File: src/rtl/tlc_phase_sequencer.sv
// N-phase traffic-light sequencer: green -> yellow -> all-red per approach, with peak/off-peak
// green times and demand-based skipping. Optional gap extension under `define TLC_GAP_EXT_EN.
module tlc_phase_sequencer #(
    parameter int unsigned NUM_PHASES    = 6,
    parameter int unsigned TW            = 8,
    parameter int unsigned GREEN_PEAK    = 20,
    parameter int unsigned GREEN_OFFPEAK = 10,
    parameter int unsigned YELLOW_T      = 3,
    parameter int unsigned ALLRED_T      = 1,
    parameter int unsigned EXT_T         = 5,
    parameter int unsigned MAX_EXT       = 2
) (
    input  logic                          clk,
    input  logic                          reset,
    input  logic                          tick,
    input  logic                          peak,
    input  logic [NUM_PHASES-1:0]         sensor,
    output logic [2*NUM_PHASES-1:0]       tl,
    output logic [TW-1:0]                 timer,
    output logic [$clog2(NUM_PHASES)-1:0] phase,
    output logic [NUM_PHASES-1:0]         demand
);
    localparam int unsigned PW = $clog2(NUM_PHASES);

    if (NUM_PHASES < 2 || NUM_PHASES > 16 || GREEN_PEAK == 0 || GREEN_OFFPEAK == 0 ||
        YELLOW_T == 0 || ALLRED_T == 0 || EXT_T == 0 || MAX_EXT == 0) begin : g_bad_params
        $error("tlc_phase_sequencer: illegal parameter values");
    end

    typedef enum logic [1:0] {
        S_ALLRED,
        S_GREEN,
        S_YELLOW
    } state_t;

    state_t                  state_q, state_d;
    logic [TW-1:0]           timer_q, timer_d;
    logic [PW-1:0]           phase_q, phase_d;
    logic [NUM_PHASES-1:0]   demand_q, demand_d;
    logic [2*NUM_PHASES-1:0] tl_q, tl_d;
    logic [PW-1:0]           phase_inc;
    logic [PW-1:0]           phase_next;
    logic [PW-1:0]           cand_idx;
    logic                    found;

`ifdef TLC_GAP_EXT_EN
    localparam int unsigned EW = $clog2(MAX_EXT + 1);
    logic [EW-1:0] ext_q, ext_d;
`endif

    assign phase_inc = (phase_q == PW'(NUM_PHASES - 1)) ? '0 : phase_q + PW'(1);

    // Off-peak search starts one past the current phase and wraps back to it last.
    always_comb begin
        phase_next = phase_inc;
        found      = 1'b0;
        cand_idx   = '0;
        if (!peak) begin
            for (int unsigned k = 1; k <= NUM_PHASES; k++) begin
                cand_idx = PW'((32'(phase_q) + k) % NUM_PHASES);
                if (!found && demand_q[cand_idx]) begin
                    found      = 1'b1;
                    phase_next = cand_idx;
                end
            end
        end
    end

    always_comb begin
        state_d  = state_q;
        timer_d  = timer_q;
        phase_d  = phase_q;
        demand_d = demand_q | sensor;
`ifdef TLC_GAP_EXT_EN
        ext_d    = ext_q;
`endif
        if (state_q == S_GREEN) begin
            demand_d[phase_q] = demand_q[phase_q];
        end
        if (tick) begin
            if (timer_q > TW'(1)) begin
                timer_d = timer_q - TW'(1);
            end else begin
                unique case (state_q)
                    S_ALLRED: begin
                        state_d           = S_GREEN;
                        phase_d           = phase_next;
                        timer_d           = peak ? TW'(GREEN_PEAK) : TW'(GREEN_OFFPEAK);
                        demand_d[phase_d] = 1'b0;
`ifdef TLC_GAP_EXT_EN
                        ext_d             = '0;
`endif
                    end
                    S_GREEN: begin
`ifdef TLC_GAP_EXT_EN
                        if (sensor[phase_q] && (ext_q < EW'(MAX_EXT))) begin
                            timer_d = TW'(EXT_T);
                            ext_d   = ext_q + EW'(1);
                        end else begin
                            state_d = S_YELLOW;
                            timer_d = TW'(YELLOW_T);
                        end
`else
                        state_d = S_YELLOW;
                        timer_d = TW'(YELLOW_T);
`endif
                    end
                    S_YELLOW: begin
                        state_d = S_ALLRED;
                        timer_d = TW'(ALLRED_T);
                    end
                    default: begin
                        state_d = S_ALLRED;
                        timer_d = TW'(ALLRED_T);
                    end
                endcase
            end
        end
    end

    // Lights are decoded from the next state so tl stays aligned with state/phase registers.
    always_comb begin
        tl_d = '0;
        for (int unsigned i = 0; i < NUM_PHASES; i++) begin
            if (phase_d == PW'(i)) begin
                if (state_d == S_GREEN) begin
                    tl_d[2*i +: 2] = 2'd2;
                end else if (state_d == S_YELLOW) begin
                    tl_d[2*i +: 2] = 2'd1;
                end
            end
        end
    end

    always_ff @(posedge clk) begin
        if (reset) begin
            state_q  <= S_ALLRED;
            timer_q  <= TW'(ALLRED_T);
            phase_q  <= PW'(NUM_PHASES - 1);
            demand_q <= '0;
            tl_q     <= '0;
`ifdef TLC_GAP_EXT_EN
            ext_q    <= '0;
`endif
        end else begin
            state_q  <= state_d;
            timer_q  <= timer_d;
            phase_q  <= phase_d;
            demand_q <= demand_d;
            tl_q     <= tl_d;
`ifdef TLC_GAP_EXT_EN
            ext_q    <= ext_d;
`endif
        end
    end

    assign tl     = tl_q;
    assign timer  = timer_q;
    assign phase  = phase_q;
    assign demand = demand_q;

endmodule
File: config.mk
export PLATFORM = sky130hd
export DESIGN_NAME = tlc_phase_sequencer
export DESIGN_NICKNAME = d
export VERILOG_FILES = /design/src/rtl/tlc_phase_sequencer.sv
export SDC_FILE = /design/constraint.sdc
export NUM_CORES = 1
export LEC_CHECK = 0
export ABC_AREA = 1
export CAP_MARGIN = 20
export CORE_ASPECT_RATIO = 1.75
export CORE_UTILIZATION = 30
export DETAILED_ROUTE_END_ITERATION = 10
export PLACE_DENSITY = 0.54
export SLEW_MARGIN = 10
export SYNTH_ARGS = -nofsm -noshare
export SYNTH_HDL_FRONTEND = slang
export SYNTH_SLANG_ARGS = --single-unit
File: constraint.sdc
create_clock -name clk -period 6.6 [get_ports clk]
set_clock_uncertainty 0.15 [all_clocks]
set_input_delay 1.32 -clock clk [delete_from_list [all_inputs] [get_ports clk]]
set_output_delay 1.32 -clock clk [all_outputs]
set_load 0.02 [all_outputs]
==> results of run 1 <==
-- cell families after synthesis --
group	synth area share
simple gates	0.4555
fa+ha+maj	0.06073
buf+inv	0.09767
xor+xnor	0.01063
compound gates	0.1245
flops	0.2510
-- state kept, by name, indices dropped and copies added, names as in the netlist --
register and count:
phase 3, state_q 2, demand 6, tl 12
timer 8
-- metal layers --
metal  part of all wire  global-route usage
met2               0.57              0.3623
met1               0.36              0.1684
met4              0.047              0.1100
met5                  0                   0
met3              0.023             0.01654
-- path summary, 6_finish.rpt --
check	endpoint	slack (ps)	from	cells after the start
worst max-delay path	tl[2]	2570	phase[0]	25
worst min register to register	state_q[0]	370	state_q[0]	2
worst min-delay path	state_q[0]	370	state_q[0]	2
worst max register to register	tl[2]	2570	phase[0]	25
-- stage by stage --
stage / util / area (um2)
after floorplan: - / 2472
after global placement: 0.3647 / 2904
after detailed placement: 0.3647 / 2904
after CTS: 0.3865 / 3078
after global routing: 0.3865 / 3078
final: 0.3865 / 3078
-- worst max-delay path: stages, from the launching register on --
cell and delay, ps:
dfxtp_1 810, inv_2 250, ha_1 300, inv_1 80
nand2_1 60, nand2_2 110, ha_1 230, nor2_1 110
nand3_1 90, nand2_2 90, nand3_1 110, nand2_2 120
nand2_1 50, nand3_1 70, nand2_2 120, nor2_8 160
nand3_2 150, nand2_1 100, a21oi_1 60, nand2_1 110
nand2_1 70, nand2_2 110, nand2_4 80, nor2_1 160
nand2_1 90, nor2_1 110
-- cell usage in the layout (no fill, tap or decap), drive strengths merged, types with 6 or more instances in the layout --
| master | n |
|---|---|
| nand2 | 106 |
| nor2 | 62 |
| nand3 | 49 |
| inv | 48 |
| clkdlybuf4s50 | 38 |
| dfxtp | 31 |
| o21ai | 21 |
| a21oi | 20 |
| ha | 12 |
| nand4 | 7 |
| clkbuf | 6 |
-- layout make-up --
type                            instances  share of cell area
Clock buffer                            6             0.04512
Sequential cell                        31              0.2016
Inverter                               48             0.05854
Timing Repair Buffer                   38              0.1236
Tap cell                               90             0.03659
Multi-Input combinational cell        297              0.5232
Clock inverter                          2             0.01138
==> run_results.csv, run 1 <==
group,metric,value,unit
setup_path,worstSetupEndpointType,"register",
layout,nFillCells,885,
synth,ys_seq_area_frac,0.2510,
synth,synth.area.top_cells,"dfxtp_1 (25%), nand2_1 (12%), nor2_1 (8.8%)",
floorplanning,die_h,122.1,um
timing,fmax,248.0,MHz
synth,synth.ff_latch_count,31,
place,hpwlAfterDp,5.823,mm
run,max_cap_viol_count,0,
synth,syn_nets,406,
synth,synth_top_cell_by_area,"dfxtp_1",
clock_network,post_cts_buffers,0,
floorplanning,die_area,0.008623,mm2
layout,area_growth,24.49,%
synth,synth_edf_count,0,
timing,drv_slew,0,
grt,grt_use_total,0.1791,
hold_path,hp-class,"register to register",
timing,holdWs,367.3,ps
synth,ys_async_sr_fraction,0,
setup_path,crit_type,"register to register",
outcome,violations,"DRC",
synth,avgSynthCellArea,6.438,um2
timing,period_needed,4033,ps
timing,tightest_slew,766.8,ps
layout,finalNonFillerCells,512,
outcome,status,"finished with violations",
synth,synth_top_cell_area_share,0.2510,
setup_path,cp.arrival,4100,ps
drt,dr.pass1.iters,7,
clock_network,clk_pin_slew,50,ps
place,io_buffer_count,38,
clock_network,cts_root_buffer,"clkbuf_16",
floorplanning,start_util,0.3105,
layout,regArea,620.6,um2
grt,antenna_found_initial,0,
clock_network,insertion_delay,280,ps
grt,grt_pass1_vias,2560,
synth,synth.distinct_cells,38,
synth,yosys-top-cells-count,"nand2_1 (79), nor2_1 (58), inv_1 (42), nand3_1 (42), dfxtp_1 (31)",
place,placedCellCount,504,
floorplanning,io_pins,39,
setup_path,start_kind,"register",
place,dp_slack,2610,ps
drt,route.vias.total,2539,
timing,slew_headroom,0.4881,
synth,synthCells,384,
floorplanning,coreArea,0.007963,mm2
timing,setup_slack,2567,ps
drt,routed_via_density,4.959,
clock_network,holdBufCountCts,0,
setup_path,critPathRequiredTime,6660,ps
synth,synthFlopType,"dfxtp_1",
synth,synth_most_common_cell,"nand2_1",
synth,netlist_area,0.002472,mm2
synth,yosysWarnings,0,
clock_network,ctsHtreeMaxLevel,2,
place,gp_congestion,0.8629,
timing,setup_tns,0,ps
layout,antenna_cells,0,
grt,globalRouteOverflowTotal,0,
timing,finalSetupViolCount,0,
setup_path,cp_max_fo,20,
drt,remaining_drc_errors,2,
drt,antenna_left,0,
drt,drt_iter0_markers,125,
grt,grt_max_degree,21,
timing,rsz0062_at_grt,"false",
floorplanning,dieWidth,70.63,um
clock_network,cts_resized,0,
layout,layout.nets,443,
clock_network,cts_tree,"yes",
clock_network,clk_path_buf_depth,2,
layout,multi_input_comb_area,0.001610,mm2
grt,grt_pass1_wl,11.99,mm
layout,final_layout_size_suffix_gt1_frac,0.1398,
floorplanning,rows,43,
timing,finalCritPeriodShare,0.6110,
drt,wire_per_inst,13.85,um
clock_network,cts_buffers,5,
timing,finalHoldViolCount,0,
drt,drt-total-wl,7.093,mm
clock_network,cts.sinks,31,
Power of run 1 is not shown: default switching activity piles up to over one toggle a cycle in this logic, so the estimate is an artifact.
==> run 2, diff against run 1 <==
--- a/config.mk
+++ b/config.mk
@@ -10,7 +10,7 @@
 export CORE_ASPECT_RATIO = 1.75
 export CORE_UTILIZATION = 30
 export DETAILED_ROUTE_END_ITERATION = 10
-export PLACE_DENSITY = 0.54
+export PLACE_DENSITY = 0.55
 export SLEW_MARGIN = 10
 export SYNTH_ARGS = -nofsm -noshare
 export SYNTH_HDL_FRONTEND = slang
==> constraint.sdc (replaced) <==
create_clock -name clk -period 3.5 [get_ports clk]
set_clock_uncertainty 0.15 [all_clocks]
set_input_delay 0.7 -clock clk [delete_from_list [all_inputs] [get_ports clk]]
set_output_delay 0.7 -clock clk [all_outputs]
set_load 0.02 [all_outputs]
==> run_results.csv, run 2 (synthesis results as in run 1) <==
group,metric,value,unit
layout,area_growth,30.62,%
grt,grt_pass1_vias,2535,
timing,tightest_slew,855.7,ps
run,max_cap_viol_count,0,
setup_path,worstSetupEndpointType,"register",
drt,wire_per_inst,13.53,um
grt,globalRouteOverflowTotal,0,
clock_network,clk_path_buf_depth,2,
clock_network,cts_root_buffer,"clkbuf_16",
setup_path,start_kind,"register",
place,dp_slack,-17.86,ps
place,io_buffer_count,38,
layout,antenna_cells,0,
floorplanning,coreArea,0.007963,mm2
setup_path,cpMaxStageDelayCell,"dfxtp_4",
setup_path,cp.arrival,3290,ps
clock_network,cts_tree,"yes",
grt,grt_max_degree,14,
place,gp_congestion,0.8879,
drt,routed_via_density,5.008,
outcome,status,"finished with violations",
setup_path,crit_type,"register to register",
floorplanning,dieWidth,70.63,um
timing,finalCritPeriodShare,0.9236,
grt,met1_usage,0.1614,
setup_path,cp_max_fo,7,
grt,grtUsageMet2,0.3598,
setup_path,endpoint,"tl[8]",
floorplanning,start_util,0.3105,
timing,period_needed,3233,ps
layout,final_layout_size_suffix_gt1_frac,0.1972,
floorplanning,rows,43,
timing,fmax,309.3,MHz
grt,grt_pass1_wl,11.61,mm
drt,antenna_left,0,
clock_network,cts.sinks,31,
outcome,violations,"DRC",
grt,grt_use_total,0.1752,
layout,largest_reg_flops,12,
setup_path,reg2reg_from,"phase[1]",
drt,route.vias.total,2634,
clock_network,cts_buffers,5,
setup_path,cp_common_cell,"nand2_1",
layout,mostFrequentLayoutCell,"nand2_1",
grt,antenna_found_initial,0,
timing,finalSetupViolCount,0,
timing,slew_headroom,0.4295,
floorplanning,die_area,0.008623,mm2
clock_network,insertion_delay,280,ps
drt,dr.pass1.iters,7,
floorplanning,die_h,122.1,um
layout,layout.nets,457,
clock_network,ctsHtreeMaxLevel,2,
grt,met3_usage,0.02399,
hold_path,hp-class,"register to register",
setup_path,critPathRequiredTime,3560,ps
floorplanning,io_pins,39,
timing,drv_slew,0,
setup_path,max_stage_delay,360,ps
setup_path,r2r_cells,28,
setup_path,timing.rr.end,"tl[8]",
timing,setup_slack,267.3,ps
setup_path,r2r_setup_slack,270,ps
drt,drt_iter0_markers,71,
clock_network,clk_pin_slew,50,ps
drt,remaining_drc_errors,2,
place,hpwlAfterDp,5.771,mm
setup_path,cp-startpoint,"phase[1]",
drt,drt-total-wl,7.115,mm
timing,finalHoldViolCount,0,
layout,layout_common_cells,"nand2_1 (77), nor2_1 (56), inv_1 (40), nand3_1 (40), clkdlybuf4s50_1 (38)",
grt,top_usage_layer,"met2",
[run 2: what timing repair did]
action,4_1_cts,5_1_grt
setup endpoints to repair,4,19
gates resized for setup,1,20
setup buffers,0,4
pin swaps,0,8
hold buffers,0,0
[run 2: cell type report]
type                    count  area, um2
clock buffers               8      156.4
inverters                  48      180.2
flip-flops and latches     31      628.1
multi-input cells         297       1663
well taps                  90      112.6
fillers                   882       4733
repair buffers             52      489.2
[run 2: worst min path at each step]
stage / cells after the start / endpoint / start / slack (ps)
global route: 2 / state_q[0] / state_q[0] / 400
finish: 2 / state_q[0] / state_q[0] / 360
CTS: 2 / state_q[0] / state_q[0] / 360
global placement: 2 / state_q[0] / state_q[0] / 350
floorplan: 2 / state_q[0] / state_q[0] / 330
detailed placement: 2 / state_q[0] / state_q[0] / 350
[run 2: metrics by stage]
| stage | instance area, um2 | utilization | TNS, ps | cells | hold WS (ps) |
|---|---|---|---|---|---|
| after floorplan | 2472 | - | 0 | 384 | 329.2 |
| after global placement | 2979 | 0.3741 | 0 | 514 | 346.9 |
| after detailed placement | 2979 | 0.3741 | -23.02 | 514 | 350.3 |
| after CTS | 3137 | 0.3939 | 0 | 522 | 359.2 |
| after global routing | 3229 | 0.4056 | -32.34 | 526 | 402.9 |
| final | 3229 | 0.4056 | 0 | 526 | 359.0 |
[run 2: worst max-delay path, delay by kind of cell (launching register included)]
kind                       cells  cell delay, ps
adders and majority gates      2             490
buffers and inverters          5             380
DFF                            1             360
and+or+nand+nor               21            1780
[run 2: routing by layer]
| metal | vias to the layer above | part of all wire |
|---|---|---|
| met5 | - | 0 |
| met4 | 0 | 0.035 |
| met3 | 17 | 0.025 |
| met2 | 50 | 0.58 |
| met1 | 1226 | 0.35 |
| li1 | 1341 | - |
Power of run 2 is left out for the same reason.
==> run 3, diff against run 2 <==
--- a/config.mk
+++ b/config.mk
@@ -11,7 +11,7 @@
 export CORE_UTILIZATION = 30
 export DETAILED_ROUTE_END_ITERATION = 10
 export PLACE_DENSITY = 0.55
-export SLEW_MARGIN = 10
+export SLEW_MARGIN = 30
 export SYNTH_ARGS = -nofsm -noshare
 export SYNTH_HDL_FRONTEND = slang
 export SYNTH_SLANG_ARGS = --single-unit
==> results of run 3 <==
No change in the layout: final DEF, timing and power equal those of run 2.
Power of run 3 is left out for the same reason.
